## src/rtl/seg7_pkg.sv

```systemverilog
// Shared state encoding, hex segment table and pattern decoder for the 7-segment receive path.
// Patterns are active-high, bit0=a .. bit6=g.
package seg7_pkg;

    typedef enum logic [1:0] {
        IDLE    = 2'd0,
        SETTLE  = 2'd1,
        CAPTURE = 2'd2,
        HOLD    = 2'd3
    } state_e;

    localparam logic [6:0] SEG_HEX [16] = '{
        7'h3F, 7'h06, 7'h5B, 7'h4F, 7'h66, 7'h6D, 7'h7D, 7'h07,
        7'h7F, 7'h6F, 7'h77, 7'h7C, 7'h39, 7'h5E, 7'h79, 7'h71
    };

    function automatic void seg_decode(input logic [6:0] p, output logic hit, output logic [3:0] nib);
        hit = 1'b0;
        nib = 4'h0;
        for (int i = 0; i < 16; i++) begin
            if (SEG_HEX[i] == p) begin
                hit = 1'b1;
                nib = 4'(i);
            end
        end
    endfunction

endpackage

```

## src/rtl/seg7_sync.sv

```systemverilog
// Two-flop synchronizer for asynchronous pins, W bits wide; 2-cycle latency, no backpressure.
// Each bit is synchronized independently, so multi-bit buses need a downstream settle check.
module seg7_sync #(
    parameter int W = 1
) (
    input  logic         clk,
    input  logic         rst_n,
    input  logic [W-1:0] d_i,
    output logic [W-1:0] q_o
);

    logic [W-1:0] meta_q;
    logic [W-1:0] sync_q;

    always_ff @(posedge clk or negedge rst_n) begin
        if (!rst_n) begin
            meta_q <= '0;
            sync_q <= '0;
        end else begin
            meta_q <= d_i;
            sync_q <= meta_q;
        end
    end

    assign q_o = sync_q;

endmodule

```

## src/rtl/seg7_mux_decoder.sv

```systemverilog
// Receive side of a 2-digit multiplexed 7-segment link; digits/upd land 2+SETTLE_CYCLES+1 cycles after the last pin change.
// No backpressure: free-running capture. SEG7_DEC_ERRCNT_EN adds the saturating err_cnt port.
module seg7_mux_decoder
    import seg7_pkg::*;
#(
    parameter int CLK_IN        = 80_000_000,
    parameter int COMMON_ANODE  = 1,
    parameter int SETTLE_CYCLES = 16,
    parameter int TIMEOUT_MS    = 10
) (
    input  logic       clk,
    input  logic       rst_n,
    input  logic [6:0] seg_in,
    input  logic       sel_in,
    output logic [3:0] digit1,
    output logic [3:0] digit2,
    output logic       digit1_vld,
    output logic       digit2_vld,
    output logic       upd,
    output logic       upd_slot,
    output logic       dec_err,
    output logic       link_ok
`ifdef SEG7_DEC_ERRCNT_EN
    ,
    output logic [7:0] err_cnt
`endif
);

    localparam int TO_CYC = CLK_IN / 1000 * TIMEOUT_MS;
    localparam int TW     = $clog2(TO_CYC + 1);
    localparam int CW     = $clog2(SETTLE_CYCLES);

    localparam logic [TW-1:0] TO_MAX   = TW'(TO_CYC);
    localparam logic [TW-1:0] TO_LAST  = TW'(TO_CYC - 1);
    localparam logic [CW-1:0] SET_LAST = CW'(SETTLE_CYCLES - 2);

    logic [6:0] seg_s;
    logic       sel_s;
    logic [6:0] seg_n;
    logic       sel_edge;
    logic       seg_chg;
    logic       to_hit;
    logic       dec_hit;
    logic [3:0] dec_nib;

    state_e        state_q, state_d;
    logic          slot_q, slot_d;
    logic [CW-1:0] cnt_q, cnt_d;
    logic [TW-1:0] to_cnt_q, to_cnt_d;
    logic          sel_q;
    logic [6:0]    seg_prev_q;
    logic          link_ok_q, link_ok_d;
    logic [3:0]    digit1_q, digit1_d;
    logic [3:0]    digit2_q, digit2_d;
    logic          vld1_q, vld1_d;
    logic          vld2_q, vld2_d;
    logic          upd_q, upd_d;
    logic          upd_slot_q, upd_slot_d;
    logic          dec_err_q, dec_err_d;

    seg7_sync #(.W(7)) u_seg_sync (
        .clk   (clk),
        .rst_n (rst_n),
        .d_i   (seg_in),
        .q_o   (seg_s)
    );

    seg7_sync #(.W(1)) u_sel_sync (
        .clk   (clk),
        .rst_n (rst_n),
        .d_i   (sel_in),
        .q_o   (sel_s)
    );

    assign seg_n    = (COMMON_ANODE != 0) ? ~seg_s : seg_s;
    assign sel_edge = sel_s != sel_q;
    assign seg_chg  = seg_n != seg_prev_q;
    // A sel edge in the same cycle always beats the timeout.
    assign to_hit   = !sel_edge && (to_cnt_q == TO_LAST);

    always_comb begin
        seg_decode(seg_n, dec_hit, dec_nib);
    end

    always_comb begin
        state_d    = state_q;
        slot_d     = slot_q;
        cnt_d      = cnt_q;
        to_cnt_d   = to_cnt_q;
        link_ok_d  = link_ok_q;
        digit1_d   = digit1_q;
        digit2_d   = digit2_q;
        vld1_d     = vld1_q;
        vld2_d     = vld2_q;
        upd_d      = 1'b0;
        upd_slot_d = upd_slot_q;
        dec_err_d  = 1'b0;

        case (state_q)
            IDLE: ;
            SETTLE: begin
                // The cycle a new pattern appears counts as its first stable cycle.
                if (seg_chg) begin
                    cnt_d = '0;
                end else if (cnt_q == SET_LAST) begin
                    state_d = CAPTURE;
                end else begin
                    cnt_d = cnt_q + 1'b1;
                end
            end
            CAPTURE: begin
                state_d = HOLD;
                if (!sel_edge && !to_hit) begin
                    upd_d      = 1'b1;
                    upd_slot_d = slot_q;
                    if (dec_hit) begin
                        if (slot_q) begin
                            digit2_d = dec_nib;
                            vld2_d   = 1'b1;
                        end else begin
                            digit1_d = dec_nib;
                            vld1_d   = 1'b1;
                        end
                    end else begin
                        dec_err_d = 1'b1;
                        if (slot_q) vld2_d = 1'b0;
                        else        vld1_d = 1'b0;
                    end
                end
            end
            HOLD: ;
            default: state_d = IDLE;
        endcase

        if (sel_edge) begin
            state_d   = SETTLE;
            slot_d    = sel_s;
            cnt_d     = '0;
            to_cnt_d  = '0;
            link_ok_d = 1'b1;
        end else begin
            if (to_cnt_q != TO_MAX) to_cnt_d = to_cnt_q + 1'b1;
            if (to_hit) begin
                state_d   = IDLE;
                link_ok_d = 1'b0;
                vld1_d    = 1'b0;
                vld2_d    = 1'b0;
            end
        end
    end

    always_ff @(posedge clk or negedge rst_n) begin
        if (!rst_n) begin
            state_q    <= IDLE;
            slot_q     <= 1'b0;
            cnt_q      <= '0;
            to_cnt_q   <= '0;
            sel_q      <= 1'b0;
            seg_prev_q <= '0;
            link_ok_q  <= 1'b0;
            digit1_q   <= '0;
            digit2_q   <= '0;
            vld1_q     <= 1'b0;
            vld2_q     <= 1'b0;
            upd_q      <= 1'b0;
            upd_slot_q <= 1'b0;
            dec_err_q  <= 1'b0;
        end else begin
            state_q    <= state_d;
            slot_q     <= slot_d;
            cnt_q      <= cnt_d;
            to_cnt_q   <= to_cnt_d;
            sel_q      <= sel_s;
            seg_prev_q <= seg_n;
            link_ok_q  <= link_ok_d;
            digit1_q   <= digit1_d;
            digit2_q   <= digit2_d;
            vld1_q     <= vld1_d;
            vld2_q     <= vld2_d;
            upd_q      <= upd_d;
            upd_slot_q <= upd_slot_d;
            dec_err_q  <= dec_err_d;
        end
    end

`ifdef SEG7_DEC_ERRCNT_EN
    logic [7:0] err_cnt_q;

    always_ff @(posedge clk or negedge rst_n) begin
        if (!rst_n) begin
            err_cnt_q <= '0;
        end else if (dec_err_d && (err_cnt_q != 8'hFF)) begin
            err_cnt_q <= err_cnt_q + 8'd1;
        end
    end

    assign err_cnt = err_cnt_q;
`endif

    assign digit1     = digit1_q;
    assign digit2     = digit2_q;
    assign digit1_vld = vld1_q;
    assign digit2_vld = vld2_q;
    assign upd        = upd_q;
    assign upd_slot   = upd_slot_q;
    assign dec_err    = dec_err_q;
    assign link_ok    = link_ok_q;

endmodule

```

## config.mk

```make
export PLATFORM = sky130hd
export DESIGN_NAME = seg7_mux_decoder
export DESIGN_NICKNAME = d
export VERILOG_FILES = /design/src/rtl/seg7_pkg.sv /design/src/rtl/seg7_sync.sv /design/src/rtl/seg7_mux_decoder.sv
export SDC_FILE = /design/constraint.sdc
export NUM_CORES = 1
export LEC_CHECK = 0
export BUFFER_PORTS_ARGS = -buffer_cell sky130_fd_sc_hd__buf_4
export CAP_MARGIN = 20
export CORE_MARGIN = 3
export CORE_UTILIZATION = 55
export DETAILED_ROUTE_END_ITERATION = 10
export PLACE_DENSITY = 0.74
export RECOVER_POWER = 25
export SYNTH_ARGS = -nofsm -noshare
export SYNTH_HDL_FRONTEND = slang
export SYNTH_SLANG_ARGS = --single-unit
```

## constraint.sdc

```tcl
create_clock -name clk -period 3.16 [get_ports clk]
set_input_delay 0.474 -clock clk [delete_from_list [all_inputs] [get_ports clk]]
set_output_delay 0.474 -clock clk [all_outputs]
set_load 0.01 [all_outputs]
```

==> run_results.csv <==
group,metric,value,unit
critical_path,cp-start-kind,"register",
yosys,synth_common_cells,"dfrtp_1, nor2_1, xor2_1",
global_routing,antenna_found_initial,0,
critical_path,crit_family,"flip-flops",
timing,skew,0.0110,ns
timing,max_freq,0.467,GHz
global_routing,grt_pass1_wl,10.5,mm
critical_path,crit_path_cell_trace,"nor2b_1, nand4_1, a31o_2, a31oi_2, mux2_2",
timing,whs,0.259,ns
critical_path,worstPathMaxFanout,15,
timing,hold_viol_final,0,
pwr,powerDensity,560,nW/um2
critical_path,critPathSlowestCell,"dfrtp_1",
critical_path,critPathArrivalTime,2.36,ns
placed_design,port_buffers,23,
global_routing,grt_use_total,21.1,%
yosys,synth_top_family_by_area,"simple AND/OR/NAND/NOR gates",
routing,wl,5.80,mm
critical_path,worstReg2RegStart,"u_seg_sync.q_o[1]",
clocking,cts.root.buffer_cell,"clkbuf_8",
timing,fin_crit,2.14,ns
status,status,"finished, violations left",
clocking,cts_tree,"built",
yosys,synth-seq-cells,65,
routing,via_per_inst,5.69,
layout,area_growth,14.5,%
timing,setup_tns,0,ns
yosys,synth_xor_area_share,7.41,%
yosys,synthFlopType,"dfrtp_1",
yosys,yosys.area.top_type_share,52.9,%
layout,stdcell_area,3520,um2
die,die_h,80.8,um
yosys,synth.distinct_cells,54,
pwr,irDropWorstVdd,0.000382,V
routing,vias,2201,
global_routing,overflow,0,
critical_path,cp-end-kind,"register",
global_routing,grt_pass1_vias,2188,
critical_path,cp-startpoint,"u_seg_sync.q_o[1]",
critical_path,cp.buffers_inverters,0,
yosys,syn_avg_cell_area,10.7,um2
die,io_pins,24,
critical_path,crit_end,"digit2[2]",
timing,slew_headroom,-4.05,%
placed_design,dpl.cell_count,372,
timing,maxSlewViolCount,66,
die,core_area,5270,um2
clocking,post_cts_buffers,0,
routing,drc,0,
layout,stdcell_count,387,
clocking,post_cts_resized,0,
routing,drtPass1Iterations,4,
routing,detail_route.wl_per_cell,15.0,um
timing,layout_worst_path_cycle_share,67.7,%
yosys,synthAdderAreaFrac,2.44,%
critical_path,crit_cells,5,
routing,drt_iter0_drc,146,
yosys,yosysSeqAreaShare,52.9,%
timing,worstMarginPinSlew,1.56,ns
clocking,hold_buffers,0,
hold_path,hold_class,"in -> reg",
routing,final_antenna_net_count,0,
critical_path,r2r_cells,5,
layout,final_nets,329,
critical_path,crit_required,3.38,ns
clocking,clock-sinks,65,
yosys,post-synth-top-count-cell,"dfrtp_1",
clocking,numCtsBuffers,9,
critical_path,regToRegSetupSlack,1.02,ns
yosys,synthMuxAreaShare,1.47,%
die,rows,26,
yosys,syn_area,3070,um2
clocking,htree_num_levels,3,
yosys,synthTopCellsByArea,"dfrtp_1, xor2_1, nor2_1, ha_1, nand4_1",
layout,final_util,66.8,%
critical_path,critPathKind,"reg -> reg",
timing,rsz0062_at_grt,"false",
die,die-area,6520,um2
die,start_util,58.3,%
job,timing.max_cap.violations,1,
status,violations,"max-capacitance violations, max-slew violations",
placed_design,dp_hpwl,3.98,mm
yosys,synth_simple_gate_area_share,20.7,%
yosys,synth_edf_count,0,
yosys,synth_compound_area_share,11.8,%
critical_path,max_stage_delay,0.61,ns
yosys,syn_nets,304,
timing,setup_violations,0,
yosys,syn_inst,288,
clocking,cts.clk_slew.worst_paths,0.07,ns
yosys,synth_top_cell_by_area,"dfrtp_1",
clocking,insertion_delay,0.34,ns
global_routing,grt_max_degree,66,
placed_design,place_area,3300,um2
pwr,leakage,0.00154,uW
clocking,clockBufferDepth,2,
placed_design,place_congestion,0.910,
layout,drive_gt1_share,18.0,%
yosys,yosysWarnings,0,
yosys,async_flop_share,100,%
critical_path,reg2reg_to,"digit2[2]",
die,dieWidth,80.8,um
layout,n_antenna_cell,0,
[routing by layer]
metal	wire length, um	part of all wire (%)	global-route usage (%)
met5	0	0	0
met4	110	1.9	8.61
met3	291	5.0	6.87
met2	2470	43	29.4
met1	2930	50	30.5
[cell type report]
class                           count  area (um2)
Sequential cell                    65        1630
Fill cell                         440        1750
Clock buffer                       11         151
Inverter                           15        56.3
Multi-Input combinational cell    198        1350
Clock inverter                      4        76.3
Timing Repair Buffer               24         178
Tap cell                           70        87.6
[where the power goes]
part | internal (uW) | switching, uW
Clock | 484 | 310
Sequential | 888 | 51.9
Combinational | 111 | 127
[kinds of logic (layout without fill, tap and decap cells)]
logic type | count (synthesis) | after routing
multiplexers | 4 | 4
adder cells (fa/ha/maj) | 6 | 6
buffers and inverters | 25 | 54
AND/OR/NAND/NOR | 113 | 113
AO/OA/AOI/OAI | 49 | 49
flip-flops | 65 | 65
XOR/XNOR | 26 | 26
[worst min path at each step]
stage	from	to	slack [ns]	cells after the start
5_1_grt	seg_in[4]	u_seg_sync.meta_q[4]	0.24	1
4_1_cts	seg_in[4]	u_seg_sync.meta_q[4]	0.22	1
3_3_place_gp	u_sel_sync.meta_q	u_sel_sync.q_o	0.33	0
6_report	seg_in[1]	u_seg_sync.meta_q[1]	0.26	1
2_1_floorplan	rst_n	cnt_q[0]	0.18	0
3_5_place_dp	u_seg_sync.meta_q[6]	u_seg_sync.q_o[6]	0.33	0
[registers in the layout, indices dropped and copies added, names as in the netlist, 2 cells and up]
signal             cells
to_cnt_q              20
seg_prev_q             7
u_seg_sync.q_o         7
digit2                 4
cnt_q                  4
digit1                 4
u_seg_sync.meta_q      7
state_q                2
[cell usage in the layout (no fill, tap or decap), types with 6 or more instances in the layout]
cell type / Yosys / layout
a21oi_1: 13 / 13
buf_4: 0 / 15
clkbuf_4: 0 / 8
clkbuf_8: 0 / 11
dfrtp_1: 65 / 65
ha_1: 6 / 6
inv_1: 15 / 15
nand2_1: 18 / 18
nand3_1: 11 / 11
nand4_1: 11 / 11
nor2_1: 25 / 25
nor3_1: 8 / 8
o21ai_0: 8 / 8
xnor2_1: 7 / 7
xor2_1: 19 / 19
[per-stage QoR]
step           worst slack (ns)  power (uW)
3_5_place_dp               1.05        1200
4_1_cts                    1.04        1990
5_1_grt                   0.883        2070
3_3_place_gp               1.09        1190
2_1_floorplan              1.24        1090
6_report                   1.02        1970
Note: power is estimated with default switching activity, not from simulation.
